[src/rtl/unified_mem_arbiter.sv]
`default_nettype none
// ============================================================================
// Module      : unified_mem_arbiter
// Description : Shares one fixed-latency, single-ported unified memory between
//               the fetch stage and the load/store path. Data wins a tie
//               unless it also won the previous tie-eligible grant. New fetch
//               grants are blocked while halt is high.
// Revision    : 1.0 - initial release
// ============================================================================
module unified_mem_arbiter #(
    parameter int ADDR_W  = 32,
    parameter int DATA_W  = 32,
    parameter int MEM_LAT = 2
) (
    input  logic                  clk,
    input  logic                  rst,
    input  logic                  halt,
    input  logic                  if_req,
    input  logic [ADDR_W-1:0]     if_addr,
    output logic [DATA_W-1:0]     if_rdata,
    output logic                  if_valid,
    output logic                  if_stall,
    input  logic                  d_req,
    input  logic                  d_we,
    input  logic [DATA_W/8-1:0]   d_be,
    input  logic [ADDR_W-1:0]     d_addr,
    input  logic [DATA_W-1:0]     d_wdata,
    output logic [DATA_W-1:0]     d_rdata,
    output logic                  d_valid,
    output logic                  d_stall,
    output logic                  mem_en,
    output logic                  mem_we,
    output logic [DATA_W/8-1:0]   mem_be,
    output logic [ADDR_W-1:0]     mem_addr,
    output logic [DATA_W-1:0]     mem_wdata,
    input  logic [DATA_W-1:0]     mem_rdata
);

    localparam int            c_BE_W  = DATA_W / 8;
    localparam int            c_CNT_W = 3;
    localparam logic [c_CNT_W-1:0] c_LAT = c_CNT_W'(MEM_LAT);

    localparam logic [1:0] c_ST_IDLE  = 2'd0;
    localparam logic [1:0] c_ST_FETCH = 2'd1;
    localparam logic [1:0] c_ST_DATA  = 2'd2;

    logic [1:0]          r_state;
    logic [1:0]          w_state_nxt;
    logic [c_CNT_W-1:0]  r_cnt;
    logic [c_CNT_W-1:0]  w_cnt_nxt;
    logic                r_last_data;
    logic                r_mem_en;
    logic                r_mem_we;
    logic [c_BE_W-1:0]   r_mem_be;
    logic [ADDR_W-1:0]   r_mem_addr;
    logic [DATA_W-1:0]   r_mem_wdata;

    logic w_busy;
    logic w_done;
    logic w_arb;
    logic w_fetch_cand;
    logic w_data_cand;
    logic w_grant_data;
    logic w_grant_fetch;

    // Completion is the cycle the latency counter has run down to zero; the
    // next grant may be taken in that same cycle for back-to-back accesses.
    assign w_busy        = (r_state == c_ST_FETCH) || (r_state == c_ST_DATA);
    assign w_done        = w_busy && (r_cnt == '0);
    assign w_arb         = (r_state == c_ST_IDLE) || w_done;
    assign w_fetch_cand  = if_req & ~halt;
    assign w_data_cand   = d_req;
    assign w_grant_data  = w_arb & w_data_cand & (~w_fetch_cand | ~r_last_data);
    assign w_grant_fetch = w_arb & w_fetch_cand & ~w_grant_data;

    // Completion pulses and read data steering.
    assign if_valid  = w_done && (r_state == c_ST_FETCH);
    assign d_valid   = w_done && (r_state == c_ST_DATA);
    assign if_rdata  = if_valid ? mem_rdata : '0;
    assign d_rdata   = (d_valid && !r_mem_we) ? mem_rdata : '0;
    assign if_stall  = if_req & ~if_valid;
    assign d_stall   = d_req & ~d_valid;

    assign mem_en    = r_mem_en;
    assign mem_we    = r_mem_we;
    assign mem_be    = r_mem_be;
    assign mem_addr  = r_mem_addr;
    assign mem_wdata = r_mem_wdata;

    // Next-state and latency counter selection.
    always_comb begin
        w_state_nxt = r_state;
        w_cnt_nxt   = r_cnt;
        if (w_busy && (r_cnt != '0)) begin
            w_cnt_nxt = r_cnt - 1'b1;
        end
        if (w_arb) begin
            if (w_grant_data) begin
                w_state_nxt = c_ST_DATA;
                w_cnt_nxt   = c_LAT;
            end else if (w_grant_fetch) begin
                w_state_nxt = c_ST_FETCH;
                w_cnt_nxt   = c_LAT;
            end else begin
                w_state_nxt = c_ST_IDLE;
                w_cnt_nxt   = '0;
            end
        end
    end

    // State, counter and fairness history registers.
    always_ff @(posedge clk or negedge rst) begin
        if (!rst) begin
            r_state     <= c_ST_IDLE;
            r_cnt       <= '0;
            r_last_data <= 1'b0;
        end else begin
            r_state <= w_state_nxt;
            r_cnt   <= w_cnt_nxt;
            if (w_grant_data) begin
                r_last_data <= 1'b1;
            end else if (w_grant_fetch) begin
                r_last_data <= 1'b0;
            end
        end
    end

    // Memory command registers: captured on a grant, held between strobes.
    always_ff @(posedge clk or negedge rst) begin
        if (!rst) begin
            r_mem_en    <= 1'b0;
            r_mem_we    <= 1'b0;
            r_mem_be    <= '0;
            r_mem_addr  <= '0;
            r_mem_wdata <= '0;
        end else begin
            r_mem_en <= w_grant_data | w_grant_fetch;
            if (w_grant_data) begin
                r_mem_we    <= d_we;
                r_mem_be    <= d_be;
                r_mem_addr  <= d_addr;
                r_mem_wdata <= d_wdata;
            end else if (w_grant_fetch) begin
                r_mem_we    <= 1'b0;
                r_mem_be    <= '1;
                r_mem_addr  <= if_addr;
                r_mem_wdata <= '0;
            end
        end
    end

endmodule
`default_nettype wire

[config.mk]
export PLATFORM = sky130hd
export DESIGN_NAME = unified_mem_arbiter
export DESIGN_NICKNAME = d
export VERILOG_FILES = /design/src/rtl/unified_mem_arbiter.sv
export SDC_FILE = /design/constraint.sdc
export NUM_CORES = 1
export LEC_CHECK = 0
export ABC_AREA = 1
export CAP_MARGIN = 20
export CORE_UTILIZATION = 36
export CTS_CLUSTER_DIAMETER = 40
export CTS_CLUSTER_SIZE = 10
export DETAILED_ROUTE_END_ITERATION = 10
export GPL_TIMING_DRIVEN = 0
export PLACE_DENSITY = 0.82
export SLEW_MARGIN = 20
export SYNTH_ARGS = -nofsm -noshare
export SYNTH_HDL_FRONTEND = slang
export SYNTH_SLANG_ARGS = --single-unit
[constraint.sdc]
create_clock -name clk -period 2.4 [get_ports clk]
set_clock_uncertainty 0.15 [all_clocks]
set_input_delay 0.6 -clock clk [delete_from_list [all_inputs] [get_ports clk]]
set_output_delay 0.6 -clock clk [all_outputs]
set_load 0.01 [all_outputs]
; Word-level counts from Yosys, hierarchy flattened
; Index checks and enable logic that the tools add are counted.
[totals]
register_bits = 76
latch_bits = 0
mem_bits_rw = 0
rom_bits = 0
inputBits = 138
wordCells = 56
memories = 0
[classes]
n_addsub = 1
mul = 0
div = 0
order_cmp = 0
n_eq_ne = 2
shift = 0
n_mux = 17
n_bitwise = 15
reduce_logical = 13
[ops]
columns = op, count
row1 = 32-bit 2-to-1 mux, 6
row2 = 4-bit 2-to-1 mux, 2
row3 = 1-bit bitwise AND, 7
row4 = 2-bit 2-to-1 mux, 3
row5 = 3-bit 2-to-1 mux, 2
row6 = 1-bit NOT, 6
row7 = 1-bit logical AND, 5
row8 = 1-bit 2-to-1 mux, 4
row9 = 2-bit nonzero test, 2
row10 = 3-bit logical NOT, 1
row11 = 3-bit nonzero test, 1
row12 = 3-bit by 1-bit subtractor with 3-bit output (second input constant), 1
row13 = 2-bit by 1-bit equality test with 1-bit output (second input constant), 1
row14 = 2-bit equality test (second input constant), 1
row15 = 2-bit logical NOT, 1
row16 = 1-bit logical OR, 2
row17 = 1-bit OR, 2
row18 = 1-bit logical NOT, 1

; Depth between registers and ports, before layout
[logic_depth]
ltp_word = 11
depth_mapped = 10

; Worst setup path after synthesis
; No wires, ideal clock.
[synth_path]
path_type = flip-flop to output port
start = reg r_state[0]
end = out d_rdata[11]
arrival_time_ns = 1.540
t_required_ns = 1.650
slack_ns = 0.110
path_stages_with_launch = 8
n_path_buf = 1
path_cell_list = dfrtp_1 inv_1 ha_1 nand2_2 nor2_1 nand2_1 clkbuf_1 nor2_1
[synth_between]
elab_chain_len = 6
elab_cells_between_ends = 7
classes_between = 2 x eq/ne / 1 x mux / 4 x reduce/logical
[synth_rtl]
columns = element, line
row1 = start: declaration, 47  ; logic [1:0] r_state;
row2 = start signal: assignment, 114  ; r_state <= c_ST_IDLE;
row3 = start signal: assignment, 118  ; r_state <= w_state_nxt;
row4 = 2-bit by 1-bit equality test with 1-bit output or 2-bit equality test (tied branches), "68, 78"
row5 = 1-bit logical OR, 68  ; assign w_busy = (r_state == c_ST_FETCH) || (r_state == c_ST_DATA);
row6 = 1-bit logical AND, 69  ; assign w_done = w_busy && (r_cnt == '0);
row7 = 1-bit logical AND (*), 78  ; assign d_valid = w_done && (r_state == c_ST_DATA);
row8 = via d_valid, 29  ; output logic d_valid,
row9 = 1-bit logical AND (*), 80  ; assign d_rdata = (d_valid && !r_mem_we) ? mem_rdata : '0;
row10 = 32-bit 2-to-1 mux (*), 80
row11 = end: declaration, 28  ; output logic [DATA_W-1:0] d_rdata,
; The timed path passes the listed nets; every way through them passes the cells marked *.

; Worst setup path in the final report
[layout_path]
start = reg r_cnt[1]
end = out d_rdata[9]
[layout_between]
elab_chain_len = 5
[layout_rtl]
columns = element, line
row1 = start: declaration, 49  ; logic [c_CNT_W-1:0] r_cnt;
row2 = start signal: assignment, 119  ; r_cnt <= w_cnt_nxt;
row3 = 3-bit logical NOT, 69
row4 = 1-bit logical AND, 69
row5 = 1-bit logical AND, 78
row6 = 1-bit logical AND, 80
row7 = 32-bit 2-to-1 mux, 80
; No other way between the ends.

==> impl_summary.log <==
[metrics] aggregate global routing overflow: 0
[metrics] flip-flop and latch count after synthesis: 76
[metrics] cell taking the most area after synthesis: dfrtp_1
[metrics] number of flops mapped to enable cells by yosys: 0
[metrics] fraction of the yosys area taken by sequential cells: 0.476
[metrics] Power per Cell Area: 359 nW/um^2
[metrics] required time of the critical path: 1.65 ns
[metrics] core area: 10800 um^2
[metrics] slew at the pin with the worst max-slew slack: 0.547 ns
[metrics] class of the worst hold path: reg -> reg
[metrics] maximum frequency from static timing analysis: 378 MHz
[metrics] worst-skew pair later-pin latency: 0.35 ns
[metrics] post-layout net count: 956
[metrics] top fanout value on the critical path: 8
[metrics] die footprint: 11500 um^2
[metrics] proportion of register bits with asynchronous set or reset after synthesis: 1.00
[metrics] origin of the worst setup path: r_cnt[1]$_DFFE_PN0P_
[metrics] total via count in the routed design: 4895
[metrics] Die H: 107 um
[metrics] most frequent cells after synthesis: nand3_1 (137), inv_1 (85), dfrtp_1 (76), nor2_1 (65), nand4_1 (36)
[metrics] Die Wd: 107 um
[metrics] violations in the final reports: setup timing
[metrics] Inserted Clock Buffers: 9
[metrics] placed cell count: 928
[metrics] Routed Wire Length: 16100 um
[metrics] violation count after the first detailed-route iteration: 382
[metrics] final slew viol count: 0
[metrics] post-placement worst setup slack: -0.840 ns
[metrics] total leakage power: 0.00364 uW
[metrics] arrival time at the worst endpoint: 1.90 ns
[metrics] fillcell total: 808
[metrics] clock-pin slew of the registers on the worst-case setup and hold paths: 0.07 ns
[metrics] overall routing resource usage: 0.267
[metrics] Hold Fails Final Rpt: 0
[metrics] number of distinct library cell variants in the gate-level netlist after synthesis: 18
[metrics] critical path launch point type: flip-flop
[metrics] number of global-route vias before repair: 4783
[metrics] CTS root buf: clkbuf_8
[metrics] number of rows created at floorplan: 38
[metrics] smallest setup slack after layout: -0.247 ns
[metrics] Crit. End Element: output port
[metrics] drc violations: 0
[metrics] RSZ-0062 raised after global routing: yes
[metrics] source of the worst register-to-register timing path: r_cnt[1]$_DFFE_PN0P_
[metrics] final cell count without fillers: 960
[metrics] initial standard-cell utilization of the core: 0.369
[metrics] maximum level of the CTS H-tree: 3
[metrics] TritonCTS clock tree: yes
[metrics] mean area per synthesized cell: 7.81 um^2
[metrics] residual antenna-violating net count after detailed routing: 0
[metrics] number of sinks on the clock net: 76
[metrics] final cell area excluding filler cells: 7510 um^2
[metrics] top-area cell type share of the netlist area: 0.476
[metrics] wire per inst: 16.7 um
[metrics] Min Clock Period, post-route: 2.65 ns
[metrics] Max VDD drop: 293 uV
[metrics] cells taking the most area after synthesis: dfrtp_1 (48%), nand3_1 (17%), inv_1 (8.0%), nor2_1 (6.1%), nand4_1 (5.6%)
[metrics] Yosys warning total: 0
[metrics] total nets after synthesis: 656
[metrics] status: finished with violations
[metrics] final weighted congestion of routability-driven global placement: 0.813
[metrics] Tcrit/Tclk final: 1.10
[metrics] number of max-cap violations: 0
[metrics] most common cell in the synthesized netlist: nand3_1
[metrics] antenna violations before repair: 3
[metrics] critical path class: reg -> out
[metrics] layout cell share with drive strength beyond 1: 0.236
[metrics] routed via count divided by cell count: 5.10
[metrics] PortBufs: 275
[metrics] worst max-slew margin expressed relative to the limit: 0.636
[metrics] number of placed I/O pins: 276
[metrics] standard cell area after detailed placement: 6950 um^2
[metrics] Detailed Routing Iterations Pass 1: 5
[metrics] pin count of the biggest net entering global routing: 54
[metrics] most common flop cell mapped by yosys: dfrtp_1
[metrics] final number of setup-violating endpoints: 68
[metrics] global-route wire length before repair: 23500 um
[metrics] share of the core filled with cells in the final layout: 0.693
[metrics] startpoint of the tightest hold check path: r_last_data$_DFFE_PN0P_
[metrics] Syn Inst Count: 512
[metrics] cell area after synthesis: 4000 um^2
[metrics] number of buffers on the longest clock path: 2
[metrics] DP HPWL: 11900 um
[metrics] area growth from synthesis to layout: 87.9%
[metrics] Min Hold Slack: 0.335 ns
-- area by class of cell --
| type | instances | area [um^2] | share of cell area |
|---|---|---|---|
| timing repair buffer | 291 | 2760 | 0.367 |
| sequential | 76 | 1900 | 0.253 |
| tap | 140 | 175 | 0.0233 |
| clock inverter | 4 | 47.5 | 0.00633 |
| antenna | 3 | 7.51 | 0.000999 |
| multi-input combinational | 309 | 1870 | 0.248 |
| clock buffer | 12 | 155 | 0.0206 |
| buffer | 40 | 282 | 0.0375 |
| inverter | 85 | 319 | 0.0425 |
-- cell families after synthesis --
kind of cell	share of synthesized area
flip-flops	0.476
AND/OR/NAND/NOR	0.320
buffers and inverters	0.136
adder cells (fa/ha/maj)	0.0188
AO/OA/AOI/OAI	0.0501
-- sequential cells by signal, summed over array words and instances, names as in the netlist --
name,flops
mem_wdata,32
r_cnt,3
r_state,2
mem_en,1
mem_be,4
mem_addr,32
mem_we,1
r_last_data,1
-- layout by cell type (no fill, tap or decap), drive strengths merged --
| cell type | Yosys | routed |
|---|---|---|
| clkdlybuf4s50 | 0 | 205 |
| nand3 | 138 | 138 |
| buf | 32 | 113 |
| inv | 85 | 85 |
| dfrtp | 76 | 76 |
| nor2 | 65 | 65 |
| o21ai | 37 | 37 |
| nand4 | 36 | 36 |
| nand2 | 25 | 25 |
| clkbuf | 10 | 19 |
| ha | 6 | 6 |
| diode | 0 | 3 |
| clkdlybuf4s15 | 0 | 3 |
| clkinv | 0 | 2 |
| dlygate4sd2 | 0 | 2 |
| a21oi | 1 | 1 |
| o22ai | 1 | 1 |
| bufinv | 0 | 1 |
| clkinvlp | 0 | 1 |
| dlygate4sd3 | 0 | 1 |
-- final timing paths --
path / endpoint / slack (ns) / depth (start not counted)
setup / recovery: d_rdata[9] / -0.25 / 9
hold / removal: r_last_data$_DFFE_PN0P_ / 0.34 / 2
setup reg to reg: mem_wdata[0]$_DFFE_PN0P_ / 0.15 / 11
hold reg to reg: r_last_data$_DFFE_PN0P_ / 0.34 / 2
max in group asynchronous: r_cnt[1]$_DFFE_PN0P_ / 1.00 / 3
min in group asynchronous: mem_wdata[30]$_DFFE_PN0P_ / 0.53 / 2
-- critical path: stages (launching register included) --
cell and delay, ns:
dfrtp_1 0.40, inv_1 0.07, ha_2 0.19, ha_4 0.15
nand2_4 0.06, nor2_4 0.14, nand2_8 0.12, buf_6 0.16
nor2_1 0.10, buf_2 0.15
-- power by group --
| group | leakage [uW] | switching [uW] | internal (uW) | total [uW] |
|---|---|---|---|---|
| clock | 0.000102 | 471 | 534 | 1010 |
| combinational | 0.00250 | 146 | 247 | 393 |
| sequential | 0.00104 | 7.95 | 1290 | 1300 |
-- what timing repair did --
action | CTS | global route
cloned | 3 | 1
endpoints found under the hold margin | 17 | 0
pin swaps | 5 | 6
resized for setup | 344 | 66
endpoints found under the setup margin | 68 | 68
buffers inserted | 4 | 6
hold buffers | 1 | 0
-- routing by layer --
layer	up-vias	track usage	wire length [um]
met5	-	0	0
met4	0	0.161	577
met3	38	0.0527	1100
met2	245	0.491	8640
met1	2329	0.279	5730
li1	2283	-	-
-- metrics by stage --
step / TNS (ns) / total power, uW
global placement: -181.67 / 1690
floorplan: 0 / 1390
finish: -11.03 / 2700
detailed placement: -32.36 / 1700
CTS: -10.26 / 2710
global route: -18.63 / 2810
Note: power is estimated with default switching activity, not from simulation.
